--- config.mk ---
export PLATFORM = sky130hd
export DESIGN_NAME = ysyx_23060171_wbu
export DESIGN_NICKNAME = d
export VERILOG_FILES = /design/src/rtl/ysyx_23060171_wbu_pkg.sv /design/src/rtl/ysyx_23060171_wbu_load_ext.sv /design/src/rtl/ysyx_23060171_wbu.sv
export SDC_FILE = /design/constraint.sdc
export NUM_CORES = 1
export LEC_CHECK = 0
export BUFFER_PORTS_ARGS = -buffer_cell sky130_fd_sc_hd__buf_2
export CAP_MARGIN = 40
export CORE_ASPECT_RATIO = 1.4
export CORE_MARGIN = 5
export CORE_UTILIZATION = 45
export DETAILED_ROUTE_END_ITERATION = 10
export PLACE_DENSITY = 0.77
export SETUP_SLACK_MARGIN = 0.02
export SLEW_MARGIN = 20
export SYNTH_ARGS = -nofsm -noshare
export SYNTH_HDL_FRONTEND = slang
export SYNTH_SLANG_ARGS = --single-unit
--- constraint.sdc ---
create_clock -name clk -period 2 [get_ports clk]
set_input_delay 0.4 -clock clk [delete_from_list [all_inputs] [get_ports clk]]
set_output_delay 0.4 -clock clk [all_outputs]
set_load 0.02 [all_outputs]
--- src/rtl/ysyx_23060171_wbu_pkg.sv ---
// ----------------------------------------------------------------------------
// ysyx_23060171_pkg
//   Shared definitions for the write-back unit: datapath width, the
//   write-back source select encoding and the load size/sign (funct3) codes.
//   No ports (package).
// ----------------------------------------------------------------------------
package ysyx_23060171_pkg;

    localparam int XLEN = 32;

    // Write-back result source
    typedef enum logic [1:0] {
        WB_ALU = 2'd0,
        WB_MEM = 2'd1,
        WB_PC4 = 2'd2,
        WB_CSR = 2'd3
    } wb_sel_e;

    // Load type, RISC-V funct3 encoding
    localparam logic [2:0] LD_LB  = 3'b000;
    localparam logic [2:0] LD_LH  = 3'b001;
    localparam logic [2:0] LD_LW  = 3'b010;
    localparam logic [2:0] LD_LBU = 3'b100;
    localparam logic [2:0] LD_LHU = 3'b101;

endpackage

--- src/rtl/ysyx_23060171_wbu_load_ext.sv ---
// ----------------------------------------------------------------------------
// ysyx_23060171_load_ext
//   Combinational load formatter: picks the addressed byte/halfword out of an
//   aligned 32-bit load word and sign- or zero-extends it.
// Ports:
//   i_word    in  XLEN  raw aligned load word
//   i_offset  in  2     byte offset within the word (address[1:0])
//   i_ld_type in  3     funct3 load type (LB/LH/LW/LBU/LHU)
//   o_data    out XLEN  formatted load value (0 for unknown load types)
// ----------------------------------------------------------------------------
module ysyx_23060171_load_ext
    import ysyx_23060171_pkg::*;
(
    input  logic [XLEN-1:0] i_word,
    input  logic [1:0]      i_offset,
    input  logic [2:0]      i_ld_type,
    output logic [XLEN-1:0] o_data
);

    logic [XLEN-1:0] w_shifted;
    logic [7:0]      w_byte;
    logic [15:0]     w_half;

    // Shifting the addressed lane down to bit 0 handles every offset in one
    // place. A halfword at offset 3 naturally picks up [31:24] with zeros
    // above it; misalignment is trapped elsewhere in the pipeline.
    assign w_shifted = i_word >> {i_offset, 3'b000};
    assign w_byte    = w_shifted[7:0];
    assign w_half    = w_shifted[15:0];

    always_comb begin
        o_data = '0;
        case (i_ld_type)
            LD_LB:   o_data = {{(XLEN-8){w_byte[7]}}, w_byte};
            LD_LH:   o_data = {{(XLEN-16){w_half[15]}}, w_half};
            LD_LW:   o_data = i_word;
            LD_LBU:  o_data = {{(XLEN-8){1'b0}}, w_byte};
            LD_LHU:  o_data = {{(XLEN-16){1'b0}}, w_half};
            default: o_data = '0;
        endcase
    end

endmodule

--- src/rtl/ysyx_23060171_wbu.sv ---
// ----------------------------------------------------------------------------
// ysyx_23060171_wbu
//   Write-back unit. Holds one retiring instruction in a single-entry buffer,
//   drives the GPR write port from it and reports the commit (pc, dnpc) to
//   the IFU.
//
//   Handshakes (both sides): a transfer happens on a rising clock edge where
//   valid && ready are both high. valid never depends on ready; in_ready
//   depends on out_ready so a commit and a new accept can share one edge.
//
// Ports:
//   clk, rst_n                     clock, asynchronous active-low reset
//   in_valid/in_ready              upstream (EXU/LSU) handshake
//   in_pc, in_dnpc                 pc and dynamic next pc of the instruction
//   in_rd, in_rd_wen               destination register and its write flag
//   in_wb_sel                      result source (wb_sel_e)
//   in_alu_res                     ALU result; [1:0] is the load offset
//   in_mem_rdata, in_csr_rdata     raw load word, CSR read value
//   in_ld_type                     funct3 load type
//   gpr_wen/gpr_waddr/gpr_wdata    register-file write port
//   out_valid/out_ready            commit handshake to IFU
//   out_pc, out_dnpc               committed pc / next pc
//   instret (optional)             64-bit retired-instruction counter
//
// Configuration macro: YSYX_23060171_WBU_INSTRET_EN adds the instret port
// and counter; without it the unit has no counter logic at all.
// ----------------------------------------------------------------------------
module ysyx_23060171_wbu
    import ysyx_23060171_pkg::*;
#(
    parameter int ADDR_WIDTH = 5,
    parameter int DATA_WIDTH = 32
) (
    input  logic                  clk,
    input  logic                  rst_n,
    input  logic                  in_valid,
    output logic                  in_ready,
    input  logic [DATA_WIDTH-1:0] in_pc,
    input  logic [DATA_WIDTH-1:0] in_dnpc,
    input  logic [ADDR_WIDTH-1:0] in_rd,
    input  logic                  in_rd_wen,
    input  logic [1:0]            in_wb_sel,
    input  logic [DATA_WIDTH-1:0] in_alu_res,
    input  logic [DATA_WIDTH-1:0] in_mem_rdata,
    input  logic [DATA_WIDTH-1:0] in_csr_rdata,
    input  logic [2:0]            in_ld_type,
    output logic                  gpr_wen,
    output logic [ADDR_WIDTH-1:0] gpr_waddr,
    output logic [DATA_WIDTH-1:0] gpr_wdata,
    output logic                  out_valid,
    input  logic                  out_ready,
    output logic [DATA_WIDTH-1:0] out_pc,
    output logic [DATA_WIDTH-1:0] out_dnpc
`ifdef YSYX_23060171_WBU_INSTRET_EN
    ,
    output logic [63:0]           instret
`endif
);

    // Held entry. The result is formatted on the way in so only the final
    // write data is stored, not the four candidate sources.
    logic                  r_entry_valid;
    logic [DATA_WIDTH-1:0] r_pc;
    logic [DATA_WIDTH-1:0] r_dnpc;
    logic [ADDR_WIDTH-1:0] r_rd;
    logic                  r_rd_wen;
    logic [DATA_WIDTH-1:0] r_wdata;

    wb_sel_e               w_sel;
    logic [DATA_WIDTH-1:0] w_load;
    logic [DATA_WIDTH-1:0] w_wdata;
    logic                  w_fire;
    logic                  w_accept;

    assign w_sel    = wb_sel_e'(in_wb_sel);
    assign w_fire   = r_entry_valid && out_ready;
    assign in_ready = !r_entry_valid || w_fire;
    assign w_accept = in_valid && in_ready;

    ysyx_23060171_load_ext u_load_ext (
        .i_word    (in_mem_rdata),
        .i_offset  (in_alu_res[1:0]),
        .i_ld_type (in_ld_type),
        .o_data    (w_load)
    );

    always_comb begin
        w_wdata = '0;
        case (w_sel)
            WB_ALU:  w_wdata = in_alu_res;
            WB_MEM:  w_wdata = w_load;
            WB_PC4:  w_wdata = in_pc + DATA_WIDTH'(4);
            WB_CSR:  w_wdata = in_csr_rdata;
            default: w_wdata = '0;
        endcase
    end

    // A fire and an accept on the same edge simply overwrite the entry, so
    // the buffer sustains one instruction per cycle with no bubble.
    always_ff @(posedge clk or negedge rst_n) begin
        if (!rst_n) begin
            r_entry_valid <= 1'b0;
            r_pc          <= '0;
            r_dnpc        <= '0;
            r_rd          <= '0;
            r_rd_wen      <= 1'b0;
            r_wdata       <= '0;
        end else if (w_accept) begin
            r_entry_valid <= 1'b1;
            r_pc          <= in_pc;
            r_dnpc        <= in_dnpc;
            r_rd          <= in_rd;
            r_rd_wen      <= in_rd_wen && (in_rd != '0);  // x0 is never written
            r_wdata       <= w_wdata;
        end else if (w_fire) begin
            r_entry_valid <= 1'b0;
        end
    end

    assign out_valid = r_entry_valid;
    assign gpr_wen   = w_fire && r_rd_wen;
    assign gpr_waddr = r_entry_valid ? r_rd    : '0;
    assign gpr_wdata = r_entry_valid ? r_wdata : '0;
    assign out_pc    = r_entry_valid ? r_pc    : '0;
    assign out_dnpc  = r_entry_valid ? r_dnpc  : '0;

`ifdef YSYX_23060171_WBU_INSTRET_EN
    logic [63:0] r_instret;

    // Free-running; wraps naturally from all-ones to zero.
    always_ff @(posedge clk or negedge rst_n) begin
        if (!rst_n) begin
            r_instret <= '0;
        end else if (w_fire) begin
            r_instret <= r_instret + 64'd1;
        end
    end

    assign instret = r_instret;
`endif

endmodule

# After elaboration in Yosys (flattened, before gate mapping)
# Cells that the tools add are included.
# W data, S select, Z words.
op_classes:
  div: 0
  n_lt_le_gt_ge: 0
  shift: 1
  n_eq_ne: 7
  addsub: 1
  multipliers: 0
  reduce_logical: 10
  n_mux: 8
  n_bitwise: 0
op_table:
  columns: ["operator", "count"]
  rows:
  - ["$pmux W32 S5", 1]
  - ["$pmux W32 S4", 1]
  - ["$mux W32", 3]
  - ["$add A32 B3 Y32 const B", 1]
  - ["$shr A32 B5 Y16", 1]
  - ["$eq A3 B3 Y1 const B", 2]
  - ["$mux W5", 1]
  - ["$reduce_bool A5 Y1", 1]
  - ["$eq A2 B2 Y1 const B", 2]
  - ["$logic_and A1 B1 Y1", 4]
  - ["$eq A3 B1 Y1 const B", 1]
  - ["$eq A3 B2 Y1 const B", 1]
  - ["$logic_not A3 Y1", 1]
  - ["$eq A2 B1 Y1 const B", 1]
  - ["$logic_not A2 Y1", 1]
  - ["$mux W1", 2]
  - ["$reduce_bool A2 Y1", 1]
  - ["$logic_not A1 Y1", 1]
  - ["$logic_or A1 B1 Y1", 1]
word_totals:
  out_inout_bits: 104
  memories: 0
  ramBits: 0
  input_bits: 175
  latchBits: 0
  rom_bits: 0
  reg_bits: 103

# Longest topological paths before layout
depth:
  ltp_word: 4
  depth_mapped: 8

# Hierarchy
# Synthesis repeated with hierarchy kept, for this count alone.
unflattened:
  hier_cells: 826
  hier_area_um2: 6821.5
modules_own_cells:
  columns: ["module", "seq_area_each_um2", "area_per_inst_um2", "n_inst", "cells_per_inst"]
  rows:
  - ["ysyx_23060171_wbu", 2577.5, 5984.5, 1, 712]
  - ["ysyx_23060171_load_ext", 0.0, 837.1, 1, 114]

# Least setup slack after synthesis
# OpenSTA, ideal clock, no wires.
synth_path:
  path_type: "input -> register"
  startpoint: "in in_alu_res[1]"
  endpoint: "reg r_wdata[22]"
  arrival_ns: 1.832
  path_stages: 6
  setup_slack_ns: 0.026
  setup_time_ns: 0.143
  t_required_ns: 1.857
  n_path_buf: 2
  cell_sequence: "clkbuf_1 -> mux2_2 -> o221ai_1 -> o311a_1 -> clkbuf_1 -> a31oi_1"
synth_between:
  elab_chain_cells: 3
synth_lines:
  columns: ["element", "line", "rtl"]
  rows:
  - ["start: declaration", "ysyx_23060171_wbu.sv:43", "input logic [DATA_WIDTH-1:0] in_alu_res,"]
  - ["$shr A32 B5 Y16", "ysyx_23060171_wbu_load_ext.sv:27", "assign w_shifted = i_word >> {i_offset, 3'b000};"]
  - ["$pmux W32 S5", "ysyx_23060171_wbu_load_ext.sv:33", "case (i_ld_type)"]
  - ["$pmux W32 S4", "ysyx_23060171_wbu.sv:89", "case (w_sel)"]
  - ["end signal: assignment", "ysyx_23060171_wbu.sv:114", "r_wdata <= w_wdata;"]
  - ["end: declaration", "ysyx_23060171_wbu.sv:67", "logic [DATA_WIDTH-1:0] r_wdata;"]
# No other way between the ends.
# A chain may end at the register's enable or synchronous reset.

# Final worst setup path
layout_path:
  startpoint: "reg r_entry_valid (netlist: out_valid)"
  endpoint: "out gpr_wdata[7]"
layout_between:
  elab_chain_cells: 1
layout_lines:
  columns: ["element", "line", "rtl"]
  rows:
  - ["start: declaration", "ysyx_23060171_wbu.sv:62", "logic r_entry_valid;"]
  - ["start signal: assignment", "ysyx_23060171_wbu.sv:102", "r_entry_valid <= 1'b0;"]
  - ["start signal: assignment", "ysyx_23060171_wbu.sv:109", "r_entry_valid <= 1'b1;"]
  - ["start signal: assignment", "ysyx_23060171_wbu.sv:116", "r_entry_valid <= 1'b0;"]
  - ["$mux W32", "ysyx_23060171_wbu.sv:123", "assign gpr_wdata = r_entry_valid ? r_wdata : '0;"]
  - ["end: declaration", "ysyx_23060171_wbu.sv:49", "output logic [DATA_WIDTH-1:0] gpr_wdata,"]
# No other way between the ends.

==> impl_metrics.csv <==
group,metric,value,unit
grt,track_usage,28.3,%
critical_path,cp_num_cells,3,
clocking,cts_root_buffer,"clkbuf_16",
synth,syn_nets,1039,
critical_path,worst_ep_required_time,1.60,ns
grt,grt_max_degree,104,
grt,grt_pass1_vias,7309,
synth,synth_area,0.00659,mm^2
power_and_ir_drop,power.internal,4120,uW
power_and_ir_drop,clockPowerShare,28.5,%
synth,synth_flop_cell,"dfrtp_1",
floorplanning,die_x,112,um
synth,postSynthAreaPerCell,7.64,um^2
power_and_ir_drop,swShare,35.1,%
sta,finalSetupViolations,0,
drt,antenna_left,0,
finish,instances_no_fill,1367,
floorplanning,initial_utilization,45.6,%
finish,nets,1347,
sta,fmax,0.526,GHz
placed_design,placed_cells,1348,
sta,maxSlewViolCount,0,
drt,wl_per_cell,18.6,um
sta,grt_setup_unrepaired,"false",
sta,slew_headroom,66.6,%
placed_design,place_area,0.00869,mm^2
floorplanning,chipHeight,153,um
grt,overflow,0,
finish,n_fill_cell,1360,
floorplanning,ios,279,
critical_path,r2r-start,"out_valid",
critical_path,crit_buf_inv,2,
placed_design,port_buffers,278,
clocking,clkTransAtPathRegs,0.07,ns
critical_path,cp-end-kind,"primary output",
synth,ys_warn_count,0,
status,status,"complete, no violations",
placed_design,gp_congestion,0.944,
clocking,cts_tree,"built",
finish,syn_to_final_growth,36.6,%
synth,synthTopCellsByArea,"dfrtp_1 39%, nand2_1 14%, and2_1 11%, o21ai_0 3.7%, clkbuf_1 3.0%",
floorplanning,fp.coreArea,0.0144,mm^2
finish,drive_above_1_share,33.2,%
sta,min_period_over_period,95.0,%
synth,synth.distinct_cells,59,
critical_path,crit_type,"reg2out",
synth,synth-seq-cells,103,
critical_path,cp.arrival,1.50,ns
finish,design_area,0.00900,mm^2
hold_path,hp-class,"in2reg",
drt,drc_errors,0,
critical_path,critPathLaunchType,"flop",
clocking,cts_max_level,3,
critical_path,slowest_delay,0.38,ns
power_and_ir_drop,p_switching,2230,uW
sta,worst_pin_slew,0.489,ns
synth,synth_top_area_share,39.1,%
drt,drt_iter0_markers,601,
power_and_ir_drop,p_leak,0.00459,uW
synth,synthArstFlopShare,100,%
sta,min_period,1.90,ns
synth,synth.top_cells.by_count,"251 x nand2_1, 111 x and2_1, 103 x dfrtp_1",
clocking,insertion_delay,0.35,ns
critical_path,crit_end,"gpr_wdata[7]",
grt,grt_pass1_wl,38.8,mm
synth,yosysTopAreaCell,"dfrtp_1",
sta,finalClockSkew,0.0133,ns
floorplanning,rows,52,
power_and_ir_drop,pwr-share-comb,31.7,%
power_and_ir_drop,power.density,705,mW/mm^2
power_and_ir_drop,seq_power_share,39.9,%
synth,ys_seq_area_share,39.1,%
drt,route.vias.total,7492,
flow_run,maxCapViolCount,0,
drt,first_pass_iters,5,
clocking,cts_setup_buffers,0,
critical_path,regToRegSetupSlack,0.28,ns
clocking,cts_resized,0,
synth,synth_cells,863,
critical_path,worstRegToRegCells,5,
synth,synth_edf_count,0,
critical_path,crit_chain,"buf_12 > and2_1 > buf_2",
critical_path,cp_slowest_cell,"dfrtp_2",
synth,synth.most_common_cell,"nand2_1",
finish,fin_util,62.3,%
grt,antenna_found_initial,2,
critical_path,r2r-end,"r_wdata[14]",
clocking,clockBufferDepth,2,
sta,hold_viol,0,
drt,vias_per_cell,5.48,
critical_path,cp-startpoint,"out_valid",
sta,worst_hold_slack,0.235,ns
critical_path,path_max_fanout,103,
placed_design,dp_hpwl,19.9,mm
sta,fin_setup_tns,0,ns
power_and_ir_drop,peakVddDrop,0.389,mV
clocking,cts_buffers,9,
critical_path,cpLargestDelayFamily,"buffers and inverters",
drt,totalWireLength,25.4,mm
floorplanning,die_area,0.0172,mm^2
clocking,clkSinkCount,103,
==> state kept, by name (all words and copies together), names as in the netlist <==
| register | flops |
|---|---|
| r_dnpc | 32 |
| r_pc | 32 |
| r_wdata | 32 |
| r_rd | 5 |
| out_valid | 1 |
| r_rd_wen | 1 |
==> worst min-delay path by stage <==
| stage | start | end | slack, ns | cells after the start |
|---|---|---|---|---|
| 2_1_floorplan | rst_n | out_valid | 0.10 | 0 |
| 5_1_grt | in_dnpc[26] | r_dnpc[26] | 0.23 | 3 |
| 3_5_place_dp | rst_n | r_dnpc[23] | 0.36 | 1 |
| 6_report | in_dnpc[11] | r_dnpc[11] | 0.23 | 3 |
| 3_3_place_gp | rst_n | r_dnpc[23] | 0.35 | 1 |
| 4_1_cts | in_dnpc[11] | r_dnpc[11] | 0.22 | 3 |
==> cells by family (layout without fill, tap and decap cells) <==
kind of cell | count (synthesis) | count (layout) | share of synthesized area [%]
AND/OR/NAND/NOR | 486 | 486 | 36.0
buffers and inverters | 72 | 385 | 4.20
flip-flops | 103 | 103 | 39.1
XOR/XNOR | 11 | 11 | 1.46
adder cells (fa/ha/maj) | 1 | 1 | 0.190
other | 0 | 2 | 0
multiplexers | 15 | 15 | 2.35
AO/OA/AOI/OAI | 175 | 175 | 16.7
==> layout make-up <==
| type | instances | area [um^2] | area share (%) |
|---|---|---|---|
| multi-input combinational | 688 | 3750 | 41.6 |
| timing repair buffer | 360 | 2100 | 23.3 |
| sequential | 103 | 2580 | 28.6 |
| clock inverter | 5 | 48.8 | 0.542 |
| tap | 189 | 236 | 2.63 |
| clock buffer | 11 | 253 | 2.81 |
| antenna | 2 | 5.00 | 0.0556 |
| inverter | 9 | 33.8 | 0.375 |
==> power by group through the flow <==
stage / logic (uW) / registers, uW / clock network (uW)
after detailed placement: 2010 / 2560 / 0
after floorplan: 1130 / 2510 / 0
after CTS: 2010 / 2520 / 1850
after global routing: 2180 / 2560 / 1940
final: 2010 / 2530 / 1810
after global placement: 1980 / 2550 / 0
==> per-layer routing <==
layer | vias up | wire length [um] | GRT usage, %
li1 | 3557 | - | -
met1 | 3464 | 9400 | 33.6
met2 | 390 | 12800 | 49.0
met3 | 81 | 1890 | 4.35
met4 | 0 | 1310 | 14.7
met5 | - | 0 | 0
==> metrics by stage <==
stage               power, uW  setup WS [ns]
detailed placement       4570         -0.145
global placement         4530        -0.0958
global route             6680         0.0622
CTS                      6380         0.0989
finish                   6350         0.0997
floorplan                3640         0.0258
==> layout by cell type, fill, tap and decap left out, types with 3 or more instances in the layout <==
master and count:
a211oi_1 7, a21o_1 3, a21oi_1 37, a221oi_1 3
a22oi_1 14, a31oi_1 24, and2_1 110, and3_1 9
and4_1 6, buf_12 7, buf_2 277, buf_4 75
clkbuf_16 9, dfrtp_1 102, inv_1 9, mux2_2 4
mux2i_1 11, nand2_1 250, nand2b_1 4, nand3_1 11
nand4_1 6, nor2_1 24, nor2b_1 10, nor3_1 14
nor4_1 9, o211ai_1 4, o21ai_0 49, o22ai_1 9
o31a_1 4, or3_1 20, or4_1 3, xnor2_1 8
xor2_1 3
==> timing repair <==
item                                    4_1_cts  5_1_grt
endpoints found under the setup margin        0        0
hold endpoints to repair                     26        0
hold buffers                                  1        0
==> tightest hold or removal path: cells and delay by family <==
| kind | cells | cell delay (ns) |
|---|---|---|
| AND/OR/NAND/NOR | 2 | 0.08 |
| buffers and inverters | 1 | 0.07 |
Power figures use the tool's default switching activity.
